<file path="src/rtl/floor_pkg.sv">
// floor_pkg
//   Shared definitions for the elevator floor datapath: floor code width,
//   number of floors, the floor code type, the default request-store depth
//   and the floor value used on reset / when the store is empty.
//   Reused by the request memory, the floor comparator and the controller.
package floor_pkg;

  localparam int FLOOR_W       = 2;
  localparam int NUM_FLOORS    = 2 ** FLOOR_W;
  localparam int DEPTH_DEFAULT = 4;

  typedef logic [FLOOR_W-1:0] floor_t;

  localparam floor_t FLOOR_RESET = '0;

endpackage : floor_pkg

</file>
<file path="src/rtl/floor_mem_ptr_ctrl.sv">
// floor_mem_ptr_ctrl
//   Pointer and occupancy control for the circular floor-request deque.
//   Decides whether a push / pop is accepted, updates head, tail and count,
//   tells the storage array where to write, and produces the registered
//   overflow / underflow pulses.
// Ports
//   clk, reset          rising-edge clock, synchronous active-high reset
//   push                request to insert (already filtered by the top)
//   push_front          1 = insert at front, 0 = insert at back
//   pop                 request to remove the front entry
//   head                index of the front entry
//   count               number of entries held
//   full, empty         occupancy status
//   overflow_flag       1-cycle pulse: push dropped because the store was full
//   underflow_flag      1-cycle pulse: pop requested while empty
//   wr_en, wr_addr      storage write strobe and slot for the accepted push
module floor_mem_ptr_ctrl #(
  parameter int DEPTH = 4,
  parameter int PTR_W = $clog2(DEPTH),
  parameter int CNT_W = $clog2(DEPTH) + 1
) (
  input  logic             clk,
  input  logic             reset,
  input  logic             push,
  input  logic             push_front,
  input  logic             pop,
  output logic [PTR_W-1:0] head,
  output logic [CNT_W-1:0] count,
  output logic             full,
  output logic             empty,
  output logic             overflow_flag,
  output logic             underflow_flag,
  output logic             wr_en,
  output logic [PTR_W-1:0] wr_addr
);

  localparam logic [PTR_W-1:0] PTR_ONE = PTR_W'(1);
  localparam logic [CNT_W-1:0] CNT_ONE = CNT_W'(1);

  logic [PTR_W-1:0] tail;
  logic [PTR_W-1:0] head_next, tail_next;
  logic [CNT_W-1:0] count_next;
  logic             pop_ok, push_ok, front_ins;
  logic             overflow_next, underflow_next;

  assign empty = (count == '0);
  assign full  = (count == CNT_W'(DEPTH));

  // NOTE: every output of this block gets a default first so that no path
  // leaves a signal unassigned, which would otherwise infer a latch.
  always_comb begin
    pop_ok     = pop && !empty;
    // A pop in the same cycle frees a slot, so a full store still accepts.
    push_ok    = push && (!full || pop_ok);
    // On an empty store front and back insertion coincide: the entry lands
    // at head and tail moves to head+1, which is exactly a back insert.
    front_ins  = push_front && !empty;

    head_next      = head;
    tail_next      = tail;
    count_next     = count;
    wr_en          = 1'b0;
    wr_addr        = tail;
    overflow_next  = push && !push_ok;
    underflow_next = pop && empty;

    if (push_ok && pop_ok) begin
      wr_en = 1'b1;
      if (front_ins) begin
        // Replace the departing front entry in place; pointers stay put.
        wr_addr = head;
      end else begin
        wr_addr   = tail;
        head_next = head + PTR_ONE;
        tail_next = tail + PTR_ONE;
      end
    end else if (push_ok) begin
      wr_en      = 1'b1;
      count_next = count + CNT_ONE;
      if (front_ins) begin
        wr_addr   = head - PTR_ONE;
        head_next = head - PTR_ONE;
      end else begin
        wr_addr   = tail;
        tail_next = tail + PTR_ONE;
      end
    end else if (pop_ok) begin
      head_next  = head + PTR_ONE;
      count_next = count - CNT_ONE;
    end
  end

  // NOTE: state registers use non-blocking assignments so every register
  // samples the pre-edge values of the others.
  always_ff @(posedge clk) begin
    if (reset) begin
      head           <= '0;
      tail           <= '0;
      count          <= '0;
      overflow_flag  <= 1'b0;
      underflow_flag <= 1'b0;
    end else begin
      head           <= head_next;
      tail           <= tail_next;
      count          <= count_next;
      overflow_flag  <= overflow_next;
      underflow_flag <= underflow_next;
    end
  end

endmodule : floor_mem_ptr_ctrl

</file>
<file path="src/rtl/floor_request_memory.sv">
// floor_request_memory
//   Ordered store of pending elevator destination floors, organised as a
//   circular deque. The front entry (pos0Mem) feeds the floor comparator,
//   whose beginEndMemory_Flag selects front or back insertion; the
//   controller pops the front entry when the car reaches that floor.
// Ports
//   clk, reset           rising-edge clock, synchronous active-high reset
//   floor_destiny_Input  requested floor
//   request_valid        1-cycle strobe: insert floor_destiny_Input
//   beginEndMemory_Flag  1 = insert at front, 0 = insert at back
//   floor_reached        1-cycle strobe: pop the front entry
//   pos0Mem              front entry, FLOOR_RESET when empty
//   mem_count            entries held
//   mem_empty, mem_full  occupancy status
//   overflow_Flag        1-cycle pulse: insert dropped (store full)
//   underflow_Flag       1-cycle pulse: pop while empty
// Configuration
//   DUPLICATE_FILTER_EN  when defined, a request whose floor is already
//                        stored is discarded silently; an entry being popped
//                        in the same cycle does not count as stored.
module floor_request_memory
  import floor_pkg::*;
#(
  parameter int DEPTH = DEPTH_DEFAULT
) (
  input  logic                     clk,
  input  logic                     reset,
  input  floor_t                   floor_destiny_Input,
  input  logic                     request_valid,
  input  logic                     beginEndMemory_Flag,
  input  logic                     floor_reached,
  output floor_t                   pos0Mem,
  output logic [$clog2(DEPTH):0]   mem_count,
  output logic                     mem_empty,
  output logic                     mem_full,
  output logic                     overflow_Flag,
  output logic                     underflow_Flag
);

  localparam int PTR_W = $clog2(DEPTH);
  localparam int CNT_W = PTR_W + 1;

  floor_t           storage [DEPTH];
  logic [PTR_W-1:0] head;
  logic [PTR_W-1:0] wr_addr;
  logic             wr_en;
  logic             duplicate;
  logic             push;

`ifdef DUPLICATE_FILTER_EN
  logic             pop_ok;
  logic [PTR_W-1:0] offset;

  assign pop_ok = floor_reached && !mem_empty;

  always_comb begin
    duplicate = 1'b0;
    offset    = '0;
    for (int i = 0; i < DEPTH; i++) begin
      // Slot i holds a live entry when its distance from head is below count.
      offset = PTR_W'(i) - head;
      if ((CNT_W'(offset) < mem_count) && (storage[i] == floor_destiny_Input) &&
          !(pop_ok && (PTR_W'(i) == head))) begin
        duplicate = 1'b1;
      end
    end
  end
`else
  assign duplicate = 1'b0;
`endif

  assign push = request_valid && !duplicate;

  floor_mem_ptr_ctrl #(
    .DEPTH (DEPTH)
  ) u_ptr_ctrl (
    .clk            (clk),
    .reset          (reset),
    .push           (push),
    .push_front     (beginEndMemory_Flag),
    .pop            (floor_reached),
    .head           (head),
    .count          (mem_count),
    .full           (mem_full),
    .empty          (mem_empty),
    .overflow_flag  (overflow_Flag),
    .underflow_flag (underflow_Flag),
    .wr_en          (wr_en),
    .wr_addr        (wr_addr)
  );

  // NOTE: the storage array is cleared on reset on purpose: the comparator
  // and the duplicate filter must never see stale floors after a reset, and
  // the array is small enough to live in flops rather than a RAM macro.
  always_ff @(posedge clk) begin
    if (reset) begin
      storage <= '{default: FLOOR_RESET};
    end else if (wr_en) begin
      storage[wr_addr] <= floor_destiny_Input;
    end
  end

  assign pos0Mem = mem_empty ? FLOOR_RESET : storage[head];

endmodule : floor_request_memory

</file>
<file path="config.mk">
export PLATFORM = sky130hd
export DESIGN_NAME = floor_request_memory
export DESIGN_NICKNAME = d
export VERILOG_FILES = /design/src/rtl/floor_pkg.sv /design/src/rtl/floor_mem_ptr_ctrl.sv /design/src/rtl/floor_request_memory.sv
export SDC_FILE = /design/constraint.sdc
export NUM_CORES = 1
export LEC_CHECK = 0
export CAP_MARGIN = 20
export CORE_MARGIN = 10
export CORE_UTILIZATION = 52
export CTS_CLUSTER_SIZE = 28
export DETAILED_ROUTE_END_ITERATION = 8
export MAX_ROUTING_LAYER = met4
export PLACE_DENSITY = 0.75
export SKIP_CTS_REPAIR_TIMING = 1
export SLEW_MARGIN = 20
export SYNTH_ARGS = -nofsm -noshare
export SYNTH_HDL_FRONTEND = slang
export SYNTH_SLANG_ARGS = --single-unit
export TNS_END_PERCENT = 50
</file>
<file path="constraint.sdc">
create_clock -name clk -period 3.4 [get_ports clk]
set_input_delay 0.68 -clock clk [delete_from_list [all_inputs] [get_ports clk]]
set_output_delay 0.68 -clock clk [all_outputs]
set_load 0.01 [all_outputs]
</file>
==> results.cfg, run 1 <==
[run_status]
status = finished, final reports clean

[cells_and_area]
fillCellCount = 176
diodes = 0
drive_above_1_share_pct = 16.4
utilization_pct = 64.5
multi_input_area_um2 = 646
fin_cells = 149
area_growth_pct = 20.4
fin_nets = 133
stdcell_area_um2 = 1240
regArea_um2 = 340

[global_route]
grt_pass1_wl_mm = 3.77
grt_pass1_vias = 800
grt_max_degree = 21
grt_usage_pct = 11.4
antenna_found_initial = 0
grt_overflow = 0

[drt]
viasPerCell = 5.47
totalWireLength_mm = 2.15
firstDrtPassIters = 4
wl_per_cell_um = 14.4
antenna_left = 0
drc_errors = 0
drt_iter0_drc = 22
via_count = 815

[sta]
max_clock_freq_mhz = 341
worst_slack_ns = 0.466
finalSetupTns_ns = 0
rsz0062_at_grt = no
period_minus_slack_ns = 2.93
tightest_slew_ns = 0.593
finClkSkew_ns = 0.0129
hold_viol = 0
finalSetupViolations = 0
slew_headroom_pct = 60.3
period_share_pct = 86.3
hold-worst-slack_ns = 0.480
slew_violations = 0

[synthesis]
ys.warnings.count = 0
synthesis.area_um2 = 1030
async_flop_share_pct = 0
synth_cell_types = 39
syn_avg_cell_area_um2 = 9.70
syn_inst = 106
syn_nets = 116
synth-main-ff-cell = dfxtp_1
ys_ff_latch = 17
synth_edf_count = 0
synth_seq_area_share_pct = 33.1

[power]
powerDensity_nw_per_um2 = 689
max-vdd-ir-drop_v = 0.000341
power.total_uw = 854
leakagePower_nw = 0.498

[setup_path]
crit_slowest_cell = or4b_1
cp_top_family = simple AND/OR/NAND/NOR gates
crit_type = primary input to register
cp_max_fo = 8
cp.depth = 10
crit_path_end_kind = register
critical-path-max-stage-delay_ns = 0.51
worstPathCellList = clkdlybuf4s50_1, or4b_1, nand2_1, inv_2, ha_1, inv_1, nor2_1, a221oi_2, and2_4, mux2i_1
startpoint_type = primary input
r2r_cells = 9
arrival_ns = 3.19
critical_path_buf_inv_count = 3
worst_ep_required_time_ns = 3.65

[clock_network]
cts_buffers = 3
root_buffer = clkbuf_4
clock_sinks = 17
cts_tree = built
clk_pin_slew_ns = 0.11
h-tree-depth = 1
clk_path_buf_depth = 2
clk_latency_ns = 0.31

[place]
placed_area_um2 = 1210
dp.cells = 145
pre_cts_slack_ns = 0.169
dp_hpwl_mm = 1.62
routabilityCongestion = 0.804
port_buffers = 15

[die]
rows = 16
die_h_um = 64.5
fp.coreArea_um2 = 1920
start_util_pct = 53.5
ios = 16
die_x_um = 64.5
die_area_um2 = 4160

[run]
max_cap_violations = 0

[min_path]
hp-class = register to register
worstHoldPathCells = 2
==> synthesized netlist by cell type (all sizes together) (2+ instances only) <==
cell / n / area [µm²]
dfxtp: 17 / 340
nand2b: 13 / 96.4
mux2i: 9 / 90.1
nor2: 9 / 33.8
a21oi: 5 / 28.8
clkbuf: 5 / 18.8
inv: 5 / 18.8
xnor2: 4 / 35.0
nor2b: 3 / 18.8
nor3b: 3 / 22.5
o21ai: 3 / 15.0
a221oi: 2 / 30.0
and2: 2 / 17.5
ha: 2 / 25.0
mux4: 2 / 45.0
nor3: 2 / 10.0
o211ai: 2 / 15.0
o31ai: 2 / 20.0
==> layout by cell type (no fill, tap or decap), types with 2 or more instances in the layout <==
| master | synthesis | layout |
|---|---|---|
| nor2_1 | 9 | 9 |
| buf_4 | 0 | 3 |
| nand2b_1 | 11 | 11 |
| mux4_2 | 2 | 2 |
| a221oi_2 | 2 | 2 |
| nand2b_4 | 2 | 2 |
| mux2i_1 | 9 | 9 |
| a21oi_1 | 4 | 4 |
| nor2b_1 | 3 | 3 |
| ha_1 | 2 | 2 |
| clkdlybuf4s50_1 | 0 | 15 |
| o211ai_1 | 2 | 2 |
| nor3_1 | 2 | 2 |
| inv_1 | 4 | 4 |
| clkbuf_4 | 0 | 3 |
| xnor2_1 | 4 | 4 |
| o21ai_1 | 2 | 2 |
| and2_4 | 2 | 2 |
| nor3b_1 | 3 | 3 |
| dfxtp_1 | 17 | 17 |
==> cells by family after synthesis <==
| logic type | Yosys count | share of synthesized area (%) |
|---|---|---|
| compound gates | 20 | 16.5 |
| buf+inv | 11 | 4.14 |
| flops | 17 | 33.1 |
| simple gates | 39 | 24.2 |
| xor+xnor | 4 | 3.41 |
| mux | 12 | 14.2 |
| fa+ha+maj | 3 | 4.38 |
==> per-layer routing <==
| layer | part of all wire [%] | track usage, % |
|---|---|---|
| met1 | 46 | 13.1 |
| met2 | 46 | 17.1 |
| met3 | 5.7 | 3.78 |
| met4 | 2.1 | 6.42 |
| met5 | 0 | - |
==> power by group <==
part | switching, mW | leakage (nW) | internal, mW | total (mW)
Clock | 0.0712 | 0.0177 | 0.0441 | 0.115
Combinational | 0.193 | 0.342 | 0.232 | 0.425
Sequential | 0.0643 | 0.139 | 0.249 | 0.314
==> sequential cells by signal (all words and copies together), names as in the netlist <==
name,cells
u_ptr_ctrl.underflow_flag,1
u_ptr_ctrl.head,2
u_ptr_ctrl.count,3
u_ptr_ctrl.tail,2
u_ptr_ctrl.overflow_flag,1
storage,8
==> cell type report <==
class	instances	share of cell area [%]
Multi-Input combinational cell	78	52.1
Sequential cell	17	27.5
Timing Repair Buffer	18	13.9
Tap cell	27	2.73
Clock buffer	3	1.82
Inverter	5	1.52
Clock inverter	1	0.404
==> worst register-to-register path: stages (launching register included) <==
cell and delay [ns]:
dfxtp_1 0.42, or4b_1 0.57, nand2_1 0.13, inv_2 0.04, ha_1 0.28, inv_1 0.22
nor2_1 0.09, a221oi_2 0.41, and2_4 0.22, mux2i_1 0.17
==> path summary, 6_finish.rpt <==
kind | startpoint | slack, ns | to
max reg2reg | u_ptr_ctrl.count[0]$_SDFFE_PP0P_ | 0.78 | storage[5]$_SDFFE_PP0P_
min reg2reg | storage[6]$_SDFFE_PP0P_ | 0.48 | storage[6]$_SDFFE_PP0P_
max | floor_reached | 0.47 | storage[5]$_SDFFE_PP0P_
min | storage[6]$_SDFFE_PP0P_ | 0.48 | storage[6]$_SDFFE_PP0P_
Power figures use the tool's default switching activity.
==> inputs of run 2 (changes only) <==
--- a/config.mk
+++ b/config.mk
@@ -10,10 +10,10 @@
 export CORE_UTILIZATION = 52
 export CTS_CLUSTER_SIZE = 28
 export DETAILED_ROUTE_END_ITERATION = 8
+export GPL_TIMING_DRIVEN = 0
 export MAX_ROUTING_LAYER = met4
 export PLACE_DENSITY = 0.75
 export SKIP_CTS_REPAIR_TIMING = 1
-export SLEW_MARGIN = 20
 export SYNTH_ARGS = -nofsm -noshare
 export SYNTH_HDL_FRONTEND = slang
 export SYNTH_SLANG_ARGS = --single-unit
==> results.cfg, run 2 (synthesis results as in run 1) <==
[clock_network]
root_buffer = clkbuf_4
clk_pin_slew_ns = 0.11
cts_buffers = 3
cts_tree = built
clk_latency_ns = 0.30
h-tree-depth = 1
clk_path_buf_depth = 2
clock_sinks = 17

[sta]
slew_violations = 0
period_minus_slack_ns = 3.26
slew_headroom_pct = 65.8
period_share_pct = 95.9
finalSetupViolations = 0
max_clock_freq_mhz = 307
rsz0062_at_grt = no
hold_viol = 0
tightest_slew_ns = 0.511
finClkSkew_ns = 0.00585

[drt]
via_count = 834
drt_iter0_drc = 20
firstDrtPassIters = 4
wl_per_cell_um = 14.3
antenna_left = 0
totalWireLength_mm = 2.16
drc_errors = 0
viasPerCell = 5.52

[place]
dp_hpwl_mm = 1.63
dp.cells = 146
routabilityCongestion = 0.783
port_buffers = 13

[die]
ios = 16
die_area_um2 = 4160
start_util_pct = 53.5
die_x_um = 64.5
fp.coreArea_um2 = 1920
rows = 16
die_h_um = 64.5

[setup_path]
r2r_end = storage[4]$_SDFFE_PP0P_
worst_ep_required_time_ns = 3.63
startpoint_type = primary input
crit_path_end_kind = register
r2r_cells = 11
crit_type = primary input to register
cp_max_fo = 9
cp_top_family = buffers and inverters
r2r_slack_ns = 0.49
arrival_ns = 3.49
critical_path_buf_inv_count = 4
critical-path-max-stage-delay_ns = 0.46
crit_slowest_cell = or4b_1
worstPathCellList = clkdlybuf4s50_1, or4b_1, buf_2, nand2_1, inv_2, ha_1, clkbuf_1, a21o_1, a221o_1, o2bb2ai_2, and2_4, mux2i_1
r2r_start = u_ptr_ctrl.count[1]$_SDFFE_PP0P_

[global_route]
antenna_found_initial = 0
grt_pass1_vias = 817
grt_pass1_wl_mm = 3.61
grt_overflow = 0
grt_max_degree = 11
grt_usage_pct = 11.0

[cells_and_area]
drive_above_1_share_pct = 16.1
layout_commonest_cell = dfxtp_1
largest_reg_flops = 8
fin_cells = 151
fin_nets = 135
layout_common_cells = dfxtp_1 (17), clkdlybuf4s50_1 (13), nand2b_1 (11)
area_growth_pct = 19.3
diodes = 0
utilization_pct = 63.9
top_regs = storage: 8 flops, u_ptr_ctrl.count: 3 flops
top_register = storage

[power]
max-vdd-ir-drop_v = 0.000455
powerDensity_nw_per_um2 = 699
leakagePower_nw = 0.490

[run_status]
status = finished, final reports clean

[min_path]
holdPathEnd = storage[7]$_SDFFE_PP0P_
hp-class = register to register
worstHoldPathCells = 2
hold_start = storage[7]$_SDFFE_PP0P_

[run]
max_cap_violations = 0
[run 2: layer usage]
| layer | wire [µm] | global-route usage (%) | vias up | share of wire, % |
|---|---|---|---|---|
| met1 | 974 | 12.0 | 397 | 45 |
| li1 | - | - | 410 | - |
| met5 | 0 | - | - | 0 |
| met4 | 27 | 6.15 | 0 | 1.2 |
| met2 | 1020 | 17.5 | 23 | 47 |
| met3 | 141 | 3.26 | 4 | 6.5 |
[run 2: how the worst max path moves through the flow]
stage               slack, ns          start  depth (start not counted)                      end
global route             0.03  floor_reached                         12  storage[4]$_SDFFE_PP0P_
finish                   0.14  floor_reached                         12  storage[4]$_SDFFE_PP0P_
global placement         -0.1  floor_reached                         12  storage[5]$_SDFFE_PP0P_
detailed placement      -0.19  floor_reached                         12  storage[4]$_SDFFE_PP0P_
CTS                      0.08  floor_reached                         12  storage[4]$_SDFFE_PP0P_
floorplan                0.51  floor_reached                         11  storage[4]$_SDFFE_PP0P_
[run 2: report_power, final]
group | switching, mW | leakage [nW] | total (mW) | internal [mW]
clock network | 0.0688 | 0.0177 | 0.113 | 0.0439
logic | 0.208 | 0.334 | 0.442 | 0.234
registers | 0.0542 | 0.139 | 0.303 | 0.249
[run 2: worst min-delay path: stages, from the launching register on]
cell	delay, ns
dfxtp_1	0.33
nand2b_1	0.06
mux2i_1	0.05
[run 2: metrics by stage]
stage | hold WS, ns | instance area [µm²] | TNS (ns) | total power [mW] | setup WS [ns]
2_1_floorplan | 0.446 | 1030 | 0 | 0.612 | 0.511
3_5_place_dp | 0.465 | 1190 | -0.880 | 0.740 | -0.187
6_report | 0.477 | 1230 | 0 | 0.858 | 0.139
4_1_cts | 0.481 | 1220 | 0 | 0.853 | 0.0787
3_3_place_gp | 0.459 | 1190 | -0.433 | 0.727 | -0.0954
5_1_grt | 0.499 | 1230 | 0 | 0.915 | 0.0269
[run 2: area by class of cell]
cell class	instances	area [µm²]
Clock inverter	1	5.00
Tap cell	27	33.8
Buffer	6	23.8
Clock buffer	3	22.5
Sequential cell	17	340
Timing Repair Buffer	14	138
Multi-Input combinational cell	78	646
Fill cell	165	694
Inverter	5	18.8
==> inputs of run 3 (changes only) <==
--- a/config.mk
+++ b/config.mk
@@ -5,6 +5,7 @@
 export SDC_FILE = /design/constraint.sdc
 export NUM_CORES = 1
 export LEC_CHECK = 0
+export ABC_CLOCK_PERIOD_IN_PS = 3400
 export CAP_MARGIN = 20
 export CORE_MARGIN = 10
 export CORE_UTILIZATION = 52
==> results of run 3 <==
The final DEF is identical to that of run 2; final timing and power are the same.
